`config.mk`:
```
export PLATFORM = sky130hd
export DESIGN_NAME = store_issue_unit_flat
export DESIGN_NICKNAME = d
export VERILOG_FILES = /design/src/rtl/store_issue_if.sv /design/src/rtl/store_issue_unit.sv /design/src/flat_wrapper.sv
export SDC_FILE = /design/constraint.sdc
export NUM_CORES = 1
export LEC_CHECK = 0
export ABC_CLOCK_PERIOD_IN_PS = 5550
export BUFFER_PORTS_ARGS = -buffer_cell sky130_fd_sc_hd__buf_2
export CORE_MARGIN = 4
export CORE_UTILIZATION = 55
export DETAILED_ROUTE_END_ITERATION = 10
export PLACE_DENSITY = 0.79
export SKIP_LAST_GASP = 1
export SYNTH_ARGS = -nofsm -noshare
export SYNTH_HDL_FRONTEND = slang
export SYNTH_SLANG_ARGS = --single-unit
```
`constraint.sdc`:
```
create_clock -name clk -period 5.55 [get_ports clk]
set_clock_uncertainty 0.05 [all_clocks]
set_input_delay 0.2775 -clock clk [delete_from_list [all_inputs] [get_ports clk]]
set_output_delay 0.2775 -clock clk [all_outputs]
set_load 0.03 [all_outputs]
```
`src/rtl/store_issue_if.sv`:
```
// Store issue port bundle: CPU store request handshake on one side, memory
// write port and completion/status signals on the other.
// master: the store issue unit. slave: the surrounding pipeline/memory.
interface store_issue_if;
    logic        req_valid;
    logic        req_ready;
    logic [31:0] req_addr;
    logic [31:0] req_data;
    logic [1:0]  req_size;
    logic [2:0]  bytes_to_write;
    logic [31:0] write_addr;
    logic [31:0] write_data;
    logic        write_data_valid;
    logic        write_done;
    logic        store_done;
    logic        store_fault;
    logic        busy;

    modport master (
        input  req_valid, req_addr, req_data, req_size, write_done,
        output req_ready, bytes_to_write, write_addr, write_data,
               write_data_valid, store_done, store_fault, busy
    );

    modport slave (
        output req_valid, req_addr, req_data, req_size, write_done,
        input  req_ready, bytes_to_write, write_addr, write_data,
               write_data_valid, store_done, store_fault, busy
    );
endinterface

```
`src/rtl/store_issue_unit.sv`:
```
// Store issue unit: buffers CPU stores in a DEPTH-entry FIFO and issues them
// one at a time on the memory write port, holding each write until
// write_done and leaving one idle cycle between writes so no write repeats.
// Optional feature macro: STORE_ALIGN_CHECK_EN -- when defined, misaligned
// stores are dropped without a memory write and reported on store_fault.
module store_issue_unit #(
    parameter int DEPTH = 2
) (
    input  logic          clk,
    input  logic          rst_n,
    store_issue_if.master bus
);
    localparam int AW = $clog2(DEPTH);
    localparam logic [AW:0] PTR_ONE = {{AW{1'b0}}, 1'b1};

    typedef enum logic [1:0] {IDLE, ISSUE, GAP} state_t;

    state_t      state;
    logic [AW:0] wr_ptr;
    logic [AW:0] rd_ptr;
    logic [31:0] addr_mem [DEPTH];
    logic [31:0] data_mem [DEPTH];
    logic [1:0]  size_mem [DEPTH];
    logic        full;
    logic        empty;
    logic        push;
    logic [31:0] head_addr;
    logic [31:0] head_data;
    logic [1:0]  head_size;

    // Request size code to byte count; codes 2 and 3 are both a word.
    function automatic logic [2:0] size_to_bytes(input logic [1:0] size);
        case (size)
            2'd0:    return 3'd1;
            2'd1:    return 3'd2;
            default: return 3'd4;
        endcase
    endfunction

`ifdef STORE_ALIGN_CHECK_EN
    // Halves must be 2-byte aligned, words 4-byte aligned; bytes never fault.
    function automatic logic misaligned(input logic [1:0] addr_lo, input logic [1:0] size);
        case (size)
            2'd0:    return 1'b0;
            2'd1:    return addr_lo[0];
            default: return (addr_lo != 2'd0);
        endcase
    endfunction
`endif

    // Extra pointer MSB distinguishes full from empty when the indices match.
    assign full  = (wr_ptr[AW] != rd_ptr[AW]) && (wr_ptr[AW-1:0] == rd_ptr[AW-1:0]);
    assign empty = (wr_ptr == rd_ptr);
    assign push  = bus.req_valid && !full;

    assign head_addr = addr_mem[rd_ptr[AW-1:0]];
    assign head_data = data_mem[rd_ptr[AW-1:0]];
    assign head_size = size_mem[rd_ptr[AW-1:0]];

    // Ready depends only on registered pointers, so a same-cycle pop never opens a full FIFO.
    assign bus.req_ready = !full;
    assign bus.busy      = !empty || (state == ISSUE);

`ifndef STORE_ALIGN_CHECK_EN
    assign bus.store_fault = 1'b0;
`endif

    // FIFO storage write; contents need no reset because pointers gate visibility.
    always_ff @(posedge clk) begin
        if (push) begin
            addr_mem[wr_ptr[AW-1:0]] <= bus.req_addr;
            data_mem[wr_ptr[AW-1:0]] <= bus.req_data;
            size_mem[wr_ptr[AW-1:0]] <= bus.req_size;
        end
    end

    // Write pointer advances on every accepted request.
    always_ff @(posedge clk or negedge rst_n) begin
        if (!rst_n) begin
            wr_ptr <= '0;
        end else if (push) begin
            wr_ptr <= wr_ptr + PTR_ONE;
        end
    end

    // Issue FSM: owns the read pointer and all registered write-port outputs.
    always_ff @(posedge clk or negedge rst_n) begin
        if (!rst_n) begin
            state                <= IDLE;
            rd_ptr               <= '0;
            bus.bytes_to_write   <= 3'd0;
            bus.write_addr       <= 32'd0;
            bus.write_data       <= 32'd0;
            bus.write_data_valid <= 1'b0;
            bus.store_done       <= 1'b0;
`ifdef STORE_ALIGN_CHECK_EN
            bus.store_fault      <= 1'b0;
`endif
        end else begin
            bus.store_done  <= 1'b0;
`ifdef STORE_ALIGN_CHECK_EN
            bus.store_fault <= 1'b0;
`endif
            case (state)
                IDLE, GAP: begin
                    if (!empty) begin
`ifdef STORE_ALIGN_CHECK_EN
                        if (misaligned(head_addr[1:0], head_size)) begin
                            rd_ptr          <= rd_ptr + PTR_ONE;
                            bus.store_done  <= 1'b1;
                            bus.store_fault <= 1'b1;
                            state           <= IDLE;
                        end else
`endif
                        begin
                            bus.bytes_to_write   <= size_to_bytes(head_size);
                            bus.write_addr       <= head_addr;
                            bus.write_data       <= head_data;
                            bus.write_data_valid <= 1'b1;
                            state                <= ISSUE;
                        end
                    end else begin
                        state <= IDLE;
                    end
                end
                ISSUE: begin
                    if (bus.write_done) begin
                        bus.write_data_valid <= 1'b0;
                        bus.bytes_to_write   <= 3'd0;
                        rd_ptr               <= rd_ptr + PTR_ONE;
                        bus.store_done       <= 1'b1;
                        state                <= GAP;
                    end
                end
                default: state <= IDLE;
            endcase
        end
    end
endmodule

```
`src/flat_wrapper.sv`:
```
// flat-port wrapper written by rule: the top's interface ports become plain ports
module store_issue_unit_flat 
#(
    parameter int DEPTH = 2
)
  (clk, rst_n, bus_req_valid, bus_req_addr, bus_req_data, bus_req_size, bus_write_done, bus_req_ready, bus_bytes_to_write, bus_write_addr, bus_write_data, bus_write_data_valid, bus_store_done, bus_store_fault, bus_busy);
  store_issue_if bus_i ();
  input  logic clk;
  input  logic rst_n;
  input wire logic [$bits(bus_i.req_valid)-1:0] bus_req_valid;
  input wire logic [$bits(bus_i.req_addr)-1:0] bus_req_addr;
  input wire logic [$bits(bus_i.req_data)-1:0] bus_req_data;
  input wire logic [$bits(bus_i.req_size)-1:0] bus_req_size;
  input wire logic [$bits(bus_i.write_done)-1:0] bus_write_done;
  output wire logic [$bits(bus_i.req_ready)-1:0] bus_req_ready;
  output wire logic [$bits(bus_i.bytes_to_write)-1:0] bus_bytes_to_write;
  output wire logic [$bits(bus_i.write_addr)-1:0] bus_write_addr;
  output wire logic [$bits(bus_i.write_data)-1:0] bus_write_data;
  output wire logic [$bits(bus_i.write_data_valid)-1:0] bus_write_data_valid;
  output wire logic [$bits(bus_i.store_done)-1:0] bus_store_done;
  output wire logic [$bits(bus_i.store_fault)-1:0] bus_store_fault;
  output wire logic [$bits(bus_i.busy)-1:0] bus_busy;
  assign bus_i.req_valid = bus_req_valid;
  assign bus_i.req_addr = bus_req_addr;
  assign bus_i.req_data = bus_req_data;
  assign bus_i.req_size = bus_req_size;
  assign bus_i.write_done = bus_write_done;
  assign bus_req_ready = bus_i.req_ready;
  assign bus_bytes_to_write = bus_i.bytes_to_write;
  assign bus_write_addr = bus_i.write_addr;
  assign bus_write_data = bus_i.write_data;
  assign bus_write_data_valid = bus_i.write_data_valid;
  assign bus_store_done = bus_i.store_done;
  assign bus_store_fault = bus_i.store_fault;
  assign bus_busy = bus_i.busy;
  store_issue_unit #(.DEPTH(DEPTH)) u_core (.clk(clk), .rst_n(rst_n), .bus(bus_i));
endmodule
```
==> Word-level counts from Yosys, hierarchy flattened <==
Memories as Yosys holds them, arrays and structs flattened. A register that Yosys moved wholly into a read port is not among the register bits.
Cells that the tools add are included.
{ "op_classes": {"n_mux": 14, "reduce_logical": 14, "n_addsub": 2, "n_eq_ne": 8, "bitwise_logic": 1} }
{ "op_table": {"columns": ["op", "n"], "rows": [
  ["3-bit one-hot mux with 2 select lines", 2],
  ["1-bit 2-to-1 mux", 7],
  ["3-bit 2-to-1 mux", 2],
  ["2-bit by 1-bit adder with 2-bit output, second input constant", 2],
  ["2-bit by 1-bit equality test with 1-bit output, second input constant", 2],
  ["1-bit logical NOT", 4],
  ["2-bit logical NOT", 2],
  ["2-bit inequality test, second input constant", 2],
  ["2-bit one-hot mux with 2 select lines", 1],
  ["2-bit AND reduction", 2],
  ["3-bit AND reduction", 1],
  ["2-bit equality test", 1],
  ["2-bit equality test, second input constant", 1],
  ["1-bit logical AND", 2],
  ["2-bit 2-to-1 mux", 1],
  ["1-bit one-hot mux with 2 select lines", 1],
  ["2-bit nonzero test", 1],
  ["2-bit OR reduction", 1],
  ["1-bit equality test", 1],
  ["1-bit logical OR", 1],
  ["1-bit inequality test", 1],
  ["1-bit inverter", 1]
]} }
{ "totals": {"mem_bits_rw": 132, "in_bits": 70, "word_cells": 48, "n_memories": 3, "output_inout_bits": 72, "ff_bits": 11} }
{ "memory_table": {"columns": ["name", "depth", "word_bits", "read_ports", "rd_ports_with_merged_regs", "wr", "line", "rtl"], "rows": [
  ["u_core.addr_mem", 2, 32, 1, 1, 1, "store_issue_unit.sv:21", "logic [31:0] addr_mem [DEPTH];"],
  ["u_core.data_mem", 2, 32, 1, 1, 1, "store_issue_unit.sv:22", "logic [31:0] data_mem [DEPTH];"],
  ["u_core.size_mem", 2, 2, 1, 0, 1, "store_issue_unit.sv:23", "logic [1:0] size_mem [DEPTH];"]
]} }

==> Depth between registers and ports, before layout <==
{ "depth": {"depth_word": 6, "depth_mapped": 6, "mapped_depth_nobuf": 4} }

==> Worst setup path before layout <==
OpenSTA, ideal clock, no wires.
{ "synth_timing": {"path_kind": "reg2reg", "from": "register u_core.rd_ptr[0]", "to": "memory u_core.addr_mem[0][0] (enable)", "synth_period_minus_slack_ns": 4.302, "setup_ns": 0.491, "stages_incl_launch_ff": 6, "setup_slack_ns": 1.248, "t_arrival_ns": 3.762, "path_buffers": 2, "path_cell_list": "dfrtp_1 buf_4 buf_4 xor2_1 o21ai_0 nor2_1"} }
{ "synth_via": {"elab_chain_cells": 6} }
{ "synth_rtl": {"columns": ["element", "line", "rtl"], "rows": [
  ["start, declared", "store_issue_unit.sv:20", "logic [AW:0] rd_ptr;"],
  ["start signal, assigned", "store_issue_unit.sv:130", "rd_ptr <= rd_ptr + PTR_ONE;"],
  ["1-bit equality test", "store_issue_unit.sv:52", "assign full = (wr_ptr[AW] != rd_ptr[AW]) && (wr_ptr[AW-1:0] == rd_ptr[AW-1:0]);"],
  ["1-bit logical AND", "store_issue_unit.sv:52", null],
  ["1-bit logical NOT", "store_issue_unit.sv:54", "assign push = bus.req_valid && !full;"],
  ["1-bit logical AND", "store_issue_unit.sv:54", null],
  ["1-bit 2-to-1 mux", "store_issue_unit.sv:70", "if (push) begin"],
  ["1-bit 2-to-1 mux (not written as such)", "store_issue_unit.sv:71", "addr_mem[wr_ptr[AW-1:0]] <= bus.req_addr;"],
  ["end, declared", "store_issue_unit.sv:21", null]
]} }
No other way between the ends.

==> Worst setup path after layout <==
{ "layout_timing": {"from": "register u_core.rd_ptr[0]", "to": "memory u_core.data_mem[0][28] (enable)"} }
{ "layout_via": {"elab_chain_cells": 6} }
{ "layout_rtl": {"columns": ["element", "line", "rtl"], "rows": [
  ["1-bit equality test", "store_issue_unit.sv:52", null],
  ["1-bit logical AND", "store_issue_unit.sv:52", null],
  ["1-bit logical NOT", "store_issue_unit.sv:54", null],
  ["1-bit logical AND", "store_issue_unit.sv:54", null],
  ["1-bit 2-to-1 mux", "store_issue_unit.sv:70", null],
  ["1-bit 2-to-1 mux (not written as such)", "store_issue_unit.sv:72", "data_mem[wr_ptr[AW-1:0]] <= bus.req_data;"],
  ["end, declared", "store_issue_unit.sv:22", null]
]} }
No other way between the ends.

==> results.sh <==
export IMPL_route_detailed_drc=0
export IMPL_die_h_um=126
export IMPL_grt_max_degree=76
export IMPL_p_per_area_nw_per_um2=639
export IMPL_path_max_fanout=70
export IMPL_cts_tree="done"
export IMPL_overflow=0
export IMPL_highest_layer="met4"
export IMPL_dr_wl_met2_mm=6.91
export IMPL_gp_congestion=0.720
export IMPL_syn_avg_cell_area_sq_um=19.9
export IMPL_syn_inst=384
export IMPL_synth_xor_xnor_area_share_pct=1.14
export IMPL_stdcell_count=792
export IMPL_setup_tns_ps=0
export IMPL_start_util_pct=56.9
export IMPL_synth_edf_count=132
export IMPL_critPathLaunchType="flip-flop"
export IMPL_core_sq_um=13500
export IMPL_final_nets=671
export IMPL_fin_ws_ps=2400
export IMPL_die_area_sq_um=15900
export IMPL_wl_per_cell_um=17.9
export IMPL_fp_dieW_um=126
export IMPL_rsz0062_at_grt="no"
export IMPL_rows=42
export IMPL_clk_pin_slew_ps=60
export IMPL_dpl_hpwl_mm=8.86
export IMPL_synthAdderAreaFrac_pct=0
export IMPL_drt_wl_total_mm=14.1
export IMPL_yosys_area_share_simple_pct=0.703
export IMPL_p_total_mw=6.30
export IMPL_grt_pass1_wl_mm=22.7
export IMPL_synth_compound_area_share_pct=0.572
export IMPL_synth_area_sq_um=7650
export IMPL_vdd_drop_max_v=0.000407
export IMPL_ant_nets=0
export IMPL_vias_per_cell=5.09
export IMPL_cts_sinks=207
export IMPL_setup_violations_final=0
export IMPL_synthArstFlopShare_pct=36.2
export IMPL_placed_cells=687
export IMPL_fin_crit_sh_pct=56.8
export IMPL_leakage_nw=3.91
export IMPL_synth_top_family_by_area="multiplexers"
export IMPL_synthMuxAreaShare_pct=19.5
export IMPL_placedInstanceArea_sq_um=8500
export IMPL_drt_pass1_iterations=4
export IMPL_place_ws_ps=2370
export IMPL_yosys_area_top_type="edfxtp_1"
export IMPL_fin_util_pct=73.3
export IMPL_cts_root_buf="clkbuf_16"
export IMPL_tightestPinTransition_ps=998
export IMPL_synth_common_cells="edfxtp_1 (132), mux2_2 (124), dfrtp_1 (75)"
export IMPL_portBuffers=140
export IMPL_grt_use_total_pct=17.9
export IMPL_met1_length_mm=6.14
export IMPL_critical_path_arrival_ps=3200
export IMPL_grt_pass1_vias=4351
export IMPL_ys_ff_latch=207
export IMPL_status="complete, no violations"
export IMPL_insertion_delay_ps=470
export IMPL_cts_resized=0
export IMPL_hold_slack_ps=122
export IMPL_clockBufferDepth=3
export IMPL_hp_class="input pin to flip-flop"
export IMPL_yosysWarnings=0
export IMPL_worstSetupPathType="flip-flop to flip-flop"
export IMPL_finalHoldViolCount=0
export IMPL_numCtsBuffers=20
export IMPL_cts_htree_levels=1
export IMPL_dominantRegCellSynth="edfxtp_1"
export IMPL_synth_top_cell_area_share_pct=51.8
export IMPL_drive_gt1_share_pct=49.6
export IMPL_fin_crit_ps=3150
export IMPL_syn_num_nets=454
export IMPL_yosysMostFrequentCell="edfxtp_1"
export IMPL_yosys_top_cells_area="edfxtp_1 (52%), dfrtp_1 (25%), mux2_2 (18%)"
export IMPL_stdcell_area_sq_um=9860
export IMPL_antenna_found_initial=1
export IMPL_wl_met3_um=905
export IMPL_report_final_slew_viol_count=0
export IMPL_synth_seq_area_share_pct=76.3
export IMPL_max_slew_margin_pct=33.5
export IMPL_cap_violations=0
export IMPL_crit_required_ps=5600
export IMPL_endpoint_kind="flip-flop"
export IMPL_clock_fmax_mhz=317
export IMPL_area_growth_pct=28.9
export IMPL_dr_first_iter_drc_count=202
export IMPL_ios=142
export IMPL_yosysUniqueCellTypes=24
export IMPL_via_count=4033
==> where the power goes <==
part / switching, mW / internal [mW] / total [mW]
clock network: 0.534 / 0.830 / 1.36
logic: 1.30 / 1.01 / 2.31
registers: 0.324 / 2.30 / 2.62
==> routing by layer <==
layer / vias to the layer above / GRT usage [%]
li1: 1879 / -
met5: - / 0
met3: 18 / 3.94
met1: 2010 / 25.0
met4: 0 / 3.72
met2: 126 / 29.3
==> layout make-up <==
cell class | instances | area (sq um)
Antenna cell | 1 | 2.50
Tap cell | 176 | 220
Timing Repair Buffer | 212 | 1410
Clock inverter | 13 | 144
Clock buffer | 23 | 533
Multi-Input combinational cell | 157 | 1690
Inverter | 3 | 11.3
Sequential cell | 207 | 5840
Fill cell | 852 | 3590
==> worst paths after layout <==
path / start / to / slack [ps] / cells after the start
max in group asynchronous: rst_n / u_core.rd_ptr[0] / 4230 / 2
min in group asynchronous: rst_n / u_core.bus.write_data[27] / 430 / 2
setup / recovery: u_core.rd_ptr[0] / u_core.data_mem[0][28] / 2400 / 4
hold / removal: bus_req_valid / u_core.wr_ptr[1] / 120 / 3
setup reg to reg: u_core.rd_ptr[0] / u_core.data_mem[0][28] / 2400 / 4
hold reg to reg: u_core.bus.write_data_valid / u_core.bus.write_data_valid / 430 / 1
==> layout by cell type, fill, tap and decap left out, types with 2 or more instances in the layout <==
cell type	instances
dfrtp_1	74
clkinv_2	4
buf_4	5
mux2_1	5
xnor2_1	4
edfxtp_1	132
mux2i_1	4
clkbuf_1	2
dlygate4sd3_1	68
bufinv_16	3
inv_1	2
clkinv_1	3
buf_2	139
nand2_1	5
clkinvlp_4	3
nand2b_1	3
mux2_2	124
clkbuf_16	21
==> timing repair <==
action	4_1_cts	5_1_grt
buffers inserted	0	0
hold endpoints to repair	208	0
hold buffers	68	0
endpoints found under the setup margin	0	0
==> state kept, by name, indices dropped and copies added (netlist names), 2 cells and up <==
signal,cells
u_core.wr_ptr,2
u_core.bus.bytes_to_write,3
u_core.bus.write_data,32
u_core.addr_mem,64
u_core.rd_ptr,2
u_core.bus.write_addr,32
u_core.size_mem,4
u_core.data_mem,64
u_core.state,2
==> critical path: stages (launching register included) <==
cell,delay [ps]
dfrtp_4,1060
xor2_1,250
o21ai_0,210
nor2_4,520
buf_4,620
==> kinds of logic after synthesis <==
group / after synthesis
AOI/OAI and AO/OA: 5
DFF: 207
muxes: 133
and+or+nand+nor: 11
other: 1
buffers and inverters: 20
xor gates and xnor gates: 7
(Power assumes the default switching activity.)
